==> config.mk <==
export PLATFORM = sky130hd
export DESIGN_NAME = gemm_issue_unit
export DESIGN_NICKNAME = d
export VERILOG_FILES = /design/src/rtl/gemm_pkg.sv /design/src/rtl/gemm_cfg_regs.sv /design/src/rtl/gemm_issue_unit.sv
export SDC_FILE = /design/constraint.sdc
export NUM_CORES = 1
export LEC_CHECK = 0
export BUFFER_PORTS_ARGS = -buffer_cell sky130_fd_sc_hd__buf_2
export CORE_UTILIZATION = 49
export CTS_CLUSTER_DIAMETER = 150
export CTS_CLUSTER_SIZE = 14
export DETAILED_ROUTE_END_ITERATION = 6
export PLACE_DENSITY = 0.82
export SLEW_MARGIN = 20
export SYNTH_ARGS = -nofsm -noshare
export SYNTH_HDL_FRONTEND = slang
export SYNTH_SLANG_ARGS = --single-unit
==> constraint.sdc <==
create_clock -name clk -period 2.7 [get_ports clk]
set_clock_uncertainty 0.15 [all_clocks]
set_input_delay 0.135 -clock clk [delete_from_list [all_inputs] [get_ports clk]]
set_output_delay 0.135 -clock clk [all_outputs]
set_load 0.02 [all_outputs]
==> src/rtl/gemm_pkg.sv <==
// Shared encodings and types for the GEMM issue unit: func3 opcodes and the run-state enum.
package gemm_pkg;

  localparam int unsigned DIM_W_DEF = 10;

  localparam logic [2:0] GEMM_SETA   = 3'b000;
  localparam logic [2:0] GEMM_SETB   = 3'b001;
  localparam logic [2:0] GEMM_SETC   = 3'b010;
  localparam logic [2:0] GEMM_SETDIM = 3'b011;
  localparam logic [2:0] GEMM_START  = 3'b100;
  localparam logic [2:0] GEMM_WAIT   = 3'b101;

  typedef enum logic {
    StIdle,
    StRun
  } gemm_state_e;

  // 110 and 111 are the only illegal encodings.
  function automatic logic gemm_func3_legal(input logic [2:0] func3);
    return !(func3[2] && func3[1]);
  endfunction

endpackage

==> src/rtl/gemm_cfg_regs.sv <==
// Accelerator configuration registers: three base addresses and the M/K/N dimensions.
module gemm_cfg_regs
  import gemm_pkg::*;
#(
  parameter int unsigned ADDR_W = 32,
  parameter int unsigned DIM_W  = DIM_W_DEF
) (
  input  logic              clk_i,
  input  logic              rst_i,
  input  logic              freeze_i,
  input  logic              we_a_i,
  input  logic              we_b_i,
  input  logic              we_c_i,
  input  logic              we_dim_i,
  input  logic [31:0]       rs1_i,
  input  logic [DIM_W-1:0]  rs2_lo_i,
  output logic [ADDR_W-1:0] base_a_o,
  output logic [ADDR_W-1:0] base_b_o,
  output logic [ADDR_W-1:0] base_c_o,
  output logic [DIM_W-1:0]  dim_m_o,
  output logic [DIM_W-1:0]  dim_k_o,
  output logic [DIM_W-1:0]  dim_n_o
);

  logic [ADDR_W-1:0] base_a_q, base_b_q, base_c_q;
  logic [DIM_W-1:0]  dim_m_q, dim_k_q, dim_n_q;

  always_ff @(posedge clk_i) begin
    if (rst_i) begin
      base_a_q <= '0;
      base_b_q <= '0;
      base_c_q <= '0;
      dim_m_q  <= '0;
      dim_k_q  <= '0;
      dim_n_q  <= '0;
    end else if (!freeze_i) begin
      if (we_a_i) base_a_q <= rs1_i[ADDR_W-1:0];
      if (we_b_i) base_b_q <= rs1_i[ADDR_W-1:0];
      if (we_c_i) base_c_q <= rs1_i[ADDR_W-1:0];
      if (we_dim_i) begin
        dim_m_q <= rs1_i[DIM_W-1:0];
        dim_k_q <= rs1_i[DIM_W+15:16];
        dim_n_q <= rs2_lo_i;
      end
    end
  end

  assign base_a_o = base_a_q;
  assign base_b_o = base_b_q;
  assign base_c_o = base_c_q;
  assign dim_m_o  = dim_m_q;
  assign dim_k_o  = dim_k_q;
  assign dim_n_o  = dim_n_q;

endmodule

==> src/rtl/gemm_issue_unit.sv <==
// EX-stage GEMM issue: decodes config writes, launches runs, stalls conflicting
// instructions while a run is in flight and counts run cycles.
module gemm_issue_unit
  import gemm_pkg::*;
#(
  parameter int unsigned ADDR_W = 32,
  parameter int unsigned DIM_W  = DIM_W_DEF,
  parameter int unsigned CNT_W  = 32
) (
  input  logic              clk,
  input  logic              rst,
  input  logic              is_gemm_i,
  input  logic [2:0]        func3_i,
  input  logic [31:0]       rs1_data_i,
  input  logic [31:0]       rs2_data_i,
  input  logic              flush_i,
  input  logic              stall_i,
  input  logic              gemm_done_i,
  output logic              stall_o,
  output logic              gemm_start_o,
  output logic [ADDR_W-1:0] base_a_o,
  output logic [ADDR_W-1:0] base_b_o,
  output logic [ADDR_W-1:0] base_c_o,
  output logic [DIM_W-1:0]  dim_m_o,
  output logic [DIM_W-1:0]  dim_k_o,
  output logic [DIM_W-1:0]  dim_n_o,
  output logic              busy_o,
  output logic              err_o,
  output logic [CNT_W-1:0]  perf_cycles_o
);

  gemm_state_e      state_q, state_d;
  logic             start_q, start_d;
  logic             err_q, err_d;
  logic [CNT_W-1:0] cnt_q, cnt_d;
  logic             acc, dims_ok, in_run;

  logic unused_rs2;
  assign unused_rs2 = ^rs2_data_i[31:DIM_W];

  assign in_run = (state_q == StRun);

  // Stall depends only on registered state, so it stays high through the done
  // cycle and the held instruction is accepted the cycle after.
  assign stall_o = in_run & is_gemm_i & ~flush_i & gemm_func3_legal(func3_i);
  assign acc     = is_gemm_i & ~flush_i & ~stall_i & ~stall_o;
  assign dims_ok = (|dim_m_o) & (|dim_k_o) & (|dim_n_o);

  gemm_cfg_regs #(
    .ADDR_W (ADDR_W),
    .DIM_W  (DIM_W)
  ) u_cfg_regs (
    .clk_i    (clk),
    .rst_i    (rst),
    .freeze_i (in_run),
    .we_a_i   (acc && func3_i == GEMM_SETA),
    .we_b_i   (acc && func3_i == GEMM_SETB),
    .we_c_i   (acc && func3_i == GEMM_SETC),
    .we_dim_i (acc && func3_i == GEMM_SETDIM),
    .rs1_i    (rs1_data_i),
    .rs2_lo_i (rs2_data_i[DIM_W-1:0]),
    .base_a_o (base_a_o),
    .base_b_o (base_b_o),
    .base_c_o (base_c_o),
    .dim_m_o  (dim_m_o),
    .dim_k_o  (dim_k_o),
    .dim_n_o  (dim_n_o)
  );

  always_comb begin
    state_d = state_q;
    start_d = 1'b0;
    err_d   = err_q;
    cnt_d   = cnt_q;
    if (acc && !gemm_func3_legal(func3_i)) err_d = 1'b1;
    unique case (state_q)
      StIdle: begin
        if (acc && func3_i == GEMM_START) begin
          if (dims_ok) begin
            state_d = StRun;
            start_d = 1'b1;
            cnt_d   = '0;
          end else begin
            err_d = 1'b1;
          end
        end
      end
      StRun: begin
        if (cnt_q != {CNT_W{1'b1}}) cnt_d = cnt_q + CNT_W'(1);
        if (gemm_done_i) state_d = StIdle;
      end
      default: state_d = StIdle;
    endcase
  end

  always_ff @(posedge clk) begin
    if (rst) begin
      state_q <= StIdle;
      start_q <= 1'b0;
      err_q   <= 1'b0;
      cnt_q   <= '0;
    end else begin
      state_q <= state_d;
      start_q <= start_d;
      err_q   <= err_d;
      cnt_q   <= cnt_d;
    end
  end

  assign gemm_start_o  = start_q;
  assign busy_o        = in_run;
  assign err_o         = err_q;
  assign perf_cycles_o = cnt_q;

endmodule

==> flow_summary.yaml, run 1 <==
status:
  status: "finished clean"
min_path:
  min-delay-start: "stall_i"
  hp-class: "in2reg"
  hold_depth: 5
  hold_path_end: "err_o$_SDFF_PP0_"
sta:
  fmax_ghz: 0.4125
  min_period_ns: 2.424
  maxSlewViolCount: 0
  fin_setup_tns_ns: 0
  relSlewSlack_pct: 44.44
  setup_violations: 0
  finalHoldViolCount: 0
  fin_ws_ns: 0.2756
  finalCritPeriodShare_pct: 89.79
  grt_setup_unrepaired: "false"
  worstMarginPinSlew_ns: 0.8334
flow_run:
  drv_cap: 0
finish:
  fillCellCount: 1027
  fin_nets: 1127
  drive_gt1_share_pct: 25.33
  area_growth_pct: 36.58
  utilization_pct: 68.59
clock_tree:
  cts_sinks: 161
  cts_buffers: 17
  root_buffer: "clkbuf_16"
  cts_tree: "done"
  holdBufCountCts: 46
  post_cts_resize_count: 0
  clk_path_buf_depth: 2
  clk_pin_slew_ns: 0.06
  clock_latency_ns: 0.42
  cts_setup_buffers: 0
  htree_num_levels: 4
worst_setup_path:
  worstPathRequired_ns: 2.84
  path_class: "reg2reg"
  cpMaxStageDelayCell: "o31a_1"
  start_kind: "register"
  r2r_cells: 6
  crit_chain: "ha_1 > and4_1 > nand3_1 > o31a_1 > a41oi_1 > a31oi_1"
  cpPeakStageDelay_ns: 0.59
  reg2reg_to: "perf_cycles_o[18]$_SDFFE_PP0P_"
  critical_path_peak_fanout: 17
  cp.arrival_ns: 2.57
  reg2reg_from: "perf_cycles_o[0]$_SDFFE_PP0P_"
  ff2ff_setup_slack_ns: 0.28
  worstSetupEndpointType: "register"
routing:
  vias: 6694
  drt_pass1_iterations: 5
  drc: 0
  viasPerCell: 5.403
  post_drt_wl_per_cell_um: 15.71
  ant_nets: 0
  drt_iter0_drc: 586
  routed_wl_um: 19470
global_route:
  grt_first_pass_wirelength_um: 30060
  track_usage_pct: 28.86
  grt_max_degree: 82
  grt_pass1_vias: 6127
  gr-total-overflow: 0
  antenna_found_initial: 1
yosys:
  netlist_area_um2: 6337
  ys_types: 44
  synthArstFlopShare_pct: 0
  ys_seq_area_share_pct: 50.86
  synth-main-ff-cell: "dfxtp_1"
  ys_warn_count: 0
  synth-seq-cells: 161
  synthCells: 810
  synth-edff-count: 0
  syn_area_per_cell_um2: 7.824
  mappedNetlistNets: 884
die:
  die_w_um: 115.7
  initial_utilization_pct: 50.22
  ioPinCount: 235
  fp.coreArea_um2: 12620
  dieHeight_um: 115.7
  die_area_um2: 13390
  num_rows: 41
pwr:
  p_int_w: 0.004100
  clock_power_share_pct: 49.4
  vdd_drop_max_mv: 0.3256
  p_switching_w: 0.001136
  p_comb_share_pct: 4.9
  power_density_nw_per_um2: 604.9
  sequentialPowerShare_pct: 45.8
  sw_frac_of_total_pct: 21.70
  p_leak_nw: 3.624
placed_design:
  place_hpwl_um: 12320
  place.gp.congestion: 0.8589
  dp_slack_ns: 0.3217
  port-buffer-count: 212
-- registers in the layout (all words and copies together) (netlist names) --
name / count
busy_o: 1
err_o: 1
gemm_start_o: 1
perf_cycles_o: 32
u_cfg_regs.base_a_o: 32
u_cfg_regs.base_b_o: 32
u_cfg_regs.base_c_o: 32
u_cfg_regs.dim_k_o: 10
u_cfg_regs.dim_m_o: 10
u_cfg_regs.dim_n_o: 10
-- cell type report --
cell class / instances / area (um^2) / area share [%]
inverters: 13 / 48.80 / 0.5637
repair buffers: 278 / 1687 / 19.49
flip-flops and latches: 161 / 3223 / 37.24
clock buffers: 20 / 456.7 / 5.276
multi-input cells: 582 / 2843 / 32.84
diodes: 1 / 2.502 / 0.02891
clock inverters: 12 / 180.2 / 2.082
well taps: 172 / 215.2 / 2.486
-- logic make-up after synthesis --
logic type	share of synthesized area, %
mux	0.6318
flops	50.86
buf+inv	4.561
fa+ha+maj	0.1974
compound gates	16.74
simple gates	27.01
-- metal layers --
layer / part of all wire (%) / wire length (um) / vias to the layer above / GRT usage, %
met5: 0 / 0 / - / 0
met4: 2.7 / 524 / 0 / 14.53
met3: 7.7 / 1499 / 44 / 6.485
met2: 47 / 9136 / 286 / 47.82
met1: 43 / 8306 / 3103 / 35.36
li1: - / - / 3261 / -
-- layout by cell type, fill, tap and decap left out, types with 9 or more instances in the layout --
cell | synthesis | layout
a31oi_1 | 10 | 10
nand2_1 | 265 | 265
and3_1 | 9 | 9
nor2_1 | 12 | 12
a21oi_1 | 147 | 147
o21ai_0 | 9 | 9
inv_1 | 13 | 13
nand3_1 | 38 | 38
dfxtp_1 | 161 | 161
dlygate4sd3_1 | 0 | 46
nand4_1 | 11 | 11
clkbuf_16 | 0 | 17
buf_4 | 1 | 20
buf_2 | 15 | 211
-- critical path: cells and delay by family, from the launching register on --
kind,cells,cell delay [ns]
fa+ha+maj,1,0.26
flops,1,0.41
simple gates,2,0.55
compound gates,3,0.94
-- how the worst max path moves through the flow --
stage / start / end / slack (ns) / depth (start not counted)
after detailed placement: perf_cycles_o[0]$_SDFFE_PP0P_ / perf_cycles_o[18]$_SDFFE_PP0P_ / 0.32 / 6
after global placement: perf_cycles_o[0]$_SDFFE_PP0P_ / perf_cycles_o[18]$_SDFFE_PP0P_ / 0.36 / 6
after CTS: perf_cycles_o[0]$_SDFFE_PP0P_ / perf_cycles_o[18]$_SDFFE_PP0P_ / 0.29 / 6
after global routing: perf_cycles_o[0]$_SDFFE_PP0P_ / perf_cycles_o[18]$_SDFFE_PP0P_ / 0.13 / 6
after floorplan: perf_cycles_o[21]$_SDFFE_PP0P_ / perf_cycles_o[1]$_SDFFE_PP0P_ / 0.43 / 6
final: perf_cycles_o[0]$_SDFFE_PP0P_ / perf_cycles_o[18]$_SDFFE_PP0P_ / 0.28 / 6
-- power by group through the flow --
stage,Sequential (W),Combinational (W),Clock [W]
floorplan,0.00247,0.0000773,0
global placement,0.00245,0.000194,0
detailed placement,0.00245,0.000196,0
CTS,0.00240,0.000249,0.00259
global route,0.00240,0.000272,0.00272
finish,0.00240,0.000254,0.00258
-- per-stage QoR --
step | hold WS (ns) | area, um^2 | power [W] | instances
floorplan | 0.1210 | 6337 | 0.002544 | 810
global placement | 0.2271 | 7556 | 0.002643 | 1160
detailed placement | 0.2311 | 7556 | 0.002646 | 1160
CTS | 0.05444 | 8653 | 0.005239 | 1238
global route | 0.1174 | 8656 | 0.005387 | 1239
finish | 0.07097 | 8656 | 0.005236 | 1239
-- synth_stat cells (2+ instances only) --
cell type | number | area [um^2]
a311oi_1 | 2 | 17.52
nand2b_1 | 5 | 31.28
a21oi_1 | 147 | 735.7
dfxtp_1 | 161 | 3223
nor3b_2 | 2 | 25.02
a41oi_1 | 4 | 35.03
nand3_1 | 38 | 190.2
nor2b_1 | 3 | 18.77
o21bai_1 | 2 | 15.01
nor3_1 | 8 | 40.04
inv_1 | 13 | 48.80
and4_1 | 5 | 43.79
nor3b_1 | 2 | 15.01
a31oi_1 | 10 | 62.56
o21ai_0 | 9 | 45.04
or4_1 | 4 | 30.03
buf_2 | 15 | 75.07
nor4_1 | 6 | 37.54
clkbuf_1 | 36 | 135.1
and3_1 | 9 | 56.30
nand2_1 | 265 | 994.7
nand4_1 | 11 | 68.82
mux2i_1 | 4 | 40.04
buf_6 | 2 | 22.52
a22oi_1 | 7 | 52.55
nand3b_1 | 4 | 30.03
o211ai_1 | 3 | 22.52
or3_1 | 6 | 37.54
nor2_1 | 12 | 45.04
(Power assumes the default switching activity.)
==> run 2, diff against run 1 <==
--- a/config.mk
+++ b/config.mk
@@ -11,6 +11,7 @@
 export CTS_CLUSTER_SIZE = 14
 export DETAILED_ROUTE_END_ITERATION = 6
 export PLACE_DENSITY = 0.82
+export REMOVE_ABC_BUFFERS = 1
 export SLEW_MARGIN = 20
 export SYNTH_ARGS = -nofsm -noshare
 export SYNTH_HDL_FRONTEND = slang
==> flow_summary.yaml, run 2 (synthesis gave the netlist of run 1 again) <==
finish:
  instances_no_fill: 1245
  drive_gt1_share_pct: 25.35
  final_cell_mix: "nand2_1, buf_2, dfxtp_1"
  utilization_pct: 69.35
  fin_nets: 1134
  area_growth_pct: 38.10
  antennaDiodeCount: 0
  layout_commonest_cell: "nand2_1"
  fillCellCount: 981
flow_run:
  drv_cap: 0
global_route:
  grt_max_degree: 71
  antenna_found_initial: 0
  grt_pass1_vias: 6377
  grt_first_pass_wirelength_um: 31330
  track_usage_pct: 30.30
  gr-total-overflow: 0
clock_tree:
  root_buffer: "clkbuf_16"
  cts_buffers: 17
  clock_latency_ns: 0.43
  cts_sinks: 161
  clk_path_buf_depth: 2
  cts_tree: "done"
  clk_pin_slew_ns: 0.06
  htree_num_levels: 4
  cts_setup_buffers: 0
routing:
  drt_pass1_iterations: 7
  post_drt_wl_per_cell_um: 15.89
  drt_iter0_drc: 658
  drc: 0
  ant_nets: 0
  routed_wl_um: 19790
  vias: 6812
  viasPerCell: 5.471
worst_setup_path:
  ff2ff_setup_slack_ns: 0.16
  cp_num_cells: 10
  crit_chain: "dlygate4sd3_1 > buf_2 > nor4b_1 > buf_4 > nor2b_1 > nand2_1 > buf_4 > nand2_1 > a21oi_1 > dlygate4sd3_1"
  critical_path_peak_fanout: 32
  worstSetupEndpointType: "register"
  worstPathRequired_ns: 2.87
  start_kind: "primary input"
  reg2reg_to: "u_cfg_regs.base_a_o[28]$_SDFFE_PP0P_"
  r2r_cells: 8
  cp.arrival_ns: 2.76
  cpPeakStageDelay_ns: 0.57
  cp_top_family: "buffers and inverters"
  cpMaxStageDelayCell: "dlygate4sd3_1"
  cp-startpoint: "stall_i"
  endpoint: "u_cfg_regs.base_a_o[28]$_SDFFE_PP0P_"
  cp.buffers_inverters: 5
  reg2reg_from: "busy_o$_SDFF_PP0_"
  path_class: "in2reg"
status:
  status: "finished clean"
sta:
  fin_setup_tns_ns: 0
  setup_violations: 0
  fmax_ghz: 0.3860
  min_period_ns: 2.591
  finalCritPeriodShare_pct: 95.96
  relSlewSlack_pct: 51.38
  finalHoldViolCount: 0
  holdWs_ns: 0.05075
  grt_setup_unrepaired: "false"
  maxSlewViolCount: 0
  worstMarginPinSlew_ns: 0.7293
pwr:
  vdd_drop_max_mv: 0.4983
  p_leak_nw: 3.678
  power_density_nw_per_um2: 595.5
die:
  num_rows: 41
  die_area_um2: 13390
  initial_utilization_pct: 50.22
  fp.coreArea_um2: 12620
  ioPinCount: 235
  die_w_um: 115.7
  dieHeight_um: 115.7
placed_design:
  place_hpwl_um: 12060
  placed_cells: 1162
  place.gp.congestion: 0.8265
  port-buffer-count: 212
min_path:
  hp-class: "in2reg"
## run 2: cell count changes in the layout (fill, tap and decap cells not counted), sizes merged
cell,before,now
buf,232,234
clkinvlp,2,0
diode,1,0
dlygate4sd3,46,51
inv,14,16
## run 2: final cells by class
type                       instances  area (um^2)  share of cell area [%]
clock buffer                      20        446.7                   5.104
clock inverter                    12        178.9                   2.044
inverter                          13        48.80                  0.5575
multi-input combinational        582         2850                   32.57
sequential                       161         3223                   36.83
tap                              172        215.2                   2.459
timing repair buffer             285         1789                   20.44
## run 2: worst min-delay path by stage
stage	start	to	slack [ns]	cells past startpoint
finish	func3_i[1]	err_o$_SDFF_PP0_	0.05	3
global route	func3_i[1]	err_o$_SDFF_PP0_	0.10	3
CTS	func3_i[1]	err_o$_SDFF_PP0_	0.04	3
detailed placement	rs2_data_i[3]	u_cfg_regs.dim_n_o[3]$_SDFFE_PP0P_	0.23	3
global placement	rs2_data_i[6]	u_cfg_regs.dim_n_o[6]$_SDFFE_PP0P_	0.23	3
floorplan	rst	busy_o$_SDFF_PP0_	0.05	1
## run 2: repair_timing
action	CTS	global route
endpoints found under the hold margin	131	0
gates resized for setup	0	0
hold buffers	51	0
## run 2: worst reg2reg max path: cells and delay by family, from the launching register on
| kind | cells | cell delay, ns |
|---|---|---|
| buffers and inverters | 3 | 1.02 |
| AND/OR/NAND/NOR | 4 | 0.87 |
| flip-flops | 1 | 0.31 |
| AO/OA/AOI/OAI | 1 | 0.08 |
## run 2: metrics by stage
stage / setup slack, ns / instance area, um^2 / total power (W)
finish: 0.1091 / 8752 / 0.005212
global route: 0.002379 / 8752 / 0.005372
CTS: 0.2056 / 8752 / 0.005229
detailed placement: 0.3159 / 7616 / 0.002646
global placement: 0.3584 / 7616 / 0.002643
floorplan: -0.4554 / 6097 / 0.002514
## run 2: per-layer routing
| layer | track usage [%] | up-vias | wire, um |
|---|---|---|---|
| met3 | 6.276 | 62 | 1379 |
| met5 | 0 | - | 0 |
| met2 | 50.62 | 320 | 9686 |
| met4 | 18.29 | 0 | 816 |
| met1 | 35.98 | 3162 | 7906 |
| li1 | - | 3268 | - |
## run 2: power breakdown
part           switching, W  internal, W
Combinational      0.000144     0.000112
Clock              0.000981      0.00158
Sequential       0.00000783      0.00239
==> run 3, diff against run 2 <==
--- a/config.mk
+++ b/config.mk
@@ -6,6 +6,7 @@
 export NUM_CORES = 1
 export LEC_CHECK = 0
 export BUFFER_PORTS_ARGS = -buffer_cell sky130_fd_sc_hd__buf_2
+export CORE_ASPECT_RATIO = 0.5
 export CORE_UTILIZATION = 49
 export CTS_CLUSTER_DIAMETER = 150
 export CTS_CLUSTER_SIZE = 14
==> flow_summary.yaml, run 3 (synthesis gave the netlist of run 1 again) <==
finish:
  layout_commonest_cell: "nand2_1"
  final_cell_mix: "nand2_1, buf_2, dfxtp_1"
  area_growth_pct: 36.64
  antennaDiodeCount: 0
  drive_gt1_share_pct: 25.75
  instances_no_fill: 1237
  fin_nets: 1133
clock_tree:
  clk_path_buf_depth: 2
  cts_tree: "done"
  root_buffer: "clkbuf_16"
  cts_setup_buffers: 0
  cts_sinks: 161
  clock_latency_ns: 0.42
  cts_buffers: 17
  htree_num_levels: 4
  clk_pin_slew_ns: 0.07
placed_design:
  place_hpwl_um: 12740
  placed_cells: 1158
  port-buffer-count: 212
  place.gp.congestion: 0.8942
worst_setup_path:
  ff2ff_setup_slack_ns: 0.23
  reg2reg_from: "busy_o$_SDFF_PP0_"
  path_class: "reg2reg"
  worstPathRequired_ns: 2.91
  start_kind: "register"
  reg2reg_to: "u_cfg_regs.base_b_o[13]$_SDFFE_PP0P_"
  r2r_cells: 7
  worstSetupEndpointType: "register"
  cp-startpoint: "busy_o$_SDFF_PP0_"
  cp.arrival_ns: 2.68
  critical_path_peak_fanout: 32
sta:
  grt_setup_unrepaired: "false"
  min_period_ns: 2.470
  worstMarginPinSlew_ns: 0.8443
  holdWs_ns: 0.1097
  maxSlewViolCount: 0
  finalHoldViolCount: 0
  finalCritPeriodShare_pct: 91.49
  fmax_ghz: 0.4048
  setup_violations: 0
  relSlewSlack_pct: 43.71
status:
  status: "finished with violations"
  violations: "design-rule violations"
die:
  initial_utilization_pct: 51.98
  die_area_um2: 13420
  die_w_um: 162.8
  ioPinCount: 235
  fp.coreArea_um2: 12190
  dieHeight_um: 82.42
  num_rows: 28
routing:
  ant_nets: 0
  viasPerCell: 5.586
  drt_pass1_iterations: 7
  routed_wl_um: 20330
  vias: 6910
  drt_iter0_drc: 685
  post_drt_wl_per_cell_um: 16.43
  drc: 6
min_path:
  hold_depth: 5
  min-delay-start: "stall_i"
  hold_path_end: "err_o$_SDFF_PP0_"
  hp-class: "in2reg"
global_route:
  grt_first_pass_wirelength_um: 30480
  antenna_found_initial: 0
  gr-total-overflow: 0
  grt_pass1_vias: 6172
  grt_max_degree: 83
  track_usage_pct: 29.18
flow_run:
  drv_cap: 0
pwr:
  vdd_drop_max_mv: 0.3546
  finalPower_w: 0.005099
  p_leak_nw: 3.624
  power_density_nw_per_um2: 588.8
run 3: changes by cell type in the layout (fill, tap and decap cells not counted):
cell and delta:
clkbuf_8 +2, inv_6 -1, buf_6 +1, buf_4 +6, bufinv_16 -2, dlygate4sd3_1 -4, clkinvlp_4 +4, buf_12 -4
nor4b_2 +1, nor4b_1 -1, clkinv_2 -3
run 3: power by group:
part	leakage, nW	internal, W	switching, W	total (W)
Clock	0.280	0.00145	0.00100	0.00245
Combinational	2.05	0.000109	0.000145	0.000254
Sequential	1.30	0.00239	0.00000789	0.00240
run 3: timing repair:
| item | CTS | global route |
|---|---|---|
| hold buffers | 47 | 0 |
| gates resized for setup | 0 | 2 |
| endpoints found under the hold margin | 128 | 0 |
| setup endpoints to repair | 0 | 1 |
run 3: metal layers:
metal  GRT usage [%]  vias up  routed length [um]
li1                -     3267                   -
met3           7.093       61                1511
met5               0        -                   0
met2           51.53      370               10110
met1           33.69     3212                8054
met4           15.05        0                 647
run 3: cell type report:
class	instances	area, um^2
Clock buffer	22	474.2
Clock inverter	10	125.1
Fill cell	917	3532
Inverter	13	48.80
Multi-Input combinational cell	582	2856
Sequential cell	161	3223
Tap cell	165	206.4
Timing Repair Buffer	284	1725
run 3: worst max path at each step:
stage	cells past startpoint	to	slack [ns]
6_report	7	u_cfg_regs.base_b_o[13]$_SDFFE_PP0P_	0.23
5_1_grt	7	u_cfg_regs.base_b_o[13]$_SDFFE_PP0P_	0.08
4_1_cts	7	u_cfg_regs.base_b_o[13]$_SDFFE_PP0P_	0.06
3_5_place_dp	6	perf_cycles_o[18]$_SDFFE_PP0P_	0.31
3_3_place_gp	6	perf_cycles_o[18]$_SDFFE_PP0P_	0.36
2_1_floorplan	5	u_cfg_regs.base_a_o[0]$_SDFFE_PP0P_	-0.46
run 3: worst max-delay path, cell delays in order (launching register included):
cell,delay (ns)
dfxtp_1,0.33
nor4b_2,0.35
nand2b_1,0.23
nor3b_4,0.24
buf_6,0.31
nand2_1,0.09
a21oi_1,0.13
dlygate4sd3_1,0.56
run 3: through the flow:
stage	setup TNS, ns	area, um^2	setup WS, ns	util (%)
after global placement	0	7580	0.3618	62.17
after global routing	0	8660	0.07778	71.03
after CTS	0	8650	0.06350	70.95
final	0	8660	0.2296	71.03
after floorplan	-14.58	6097	-0.4554	-
after detailed placement	0	7580	0.3120	62.17
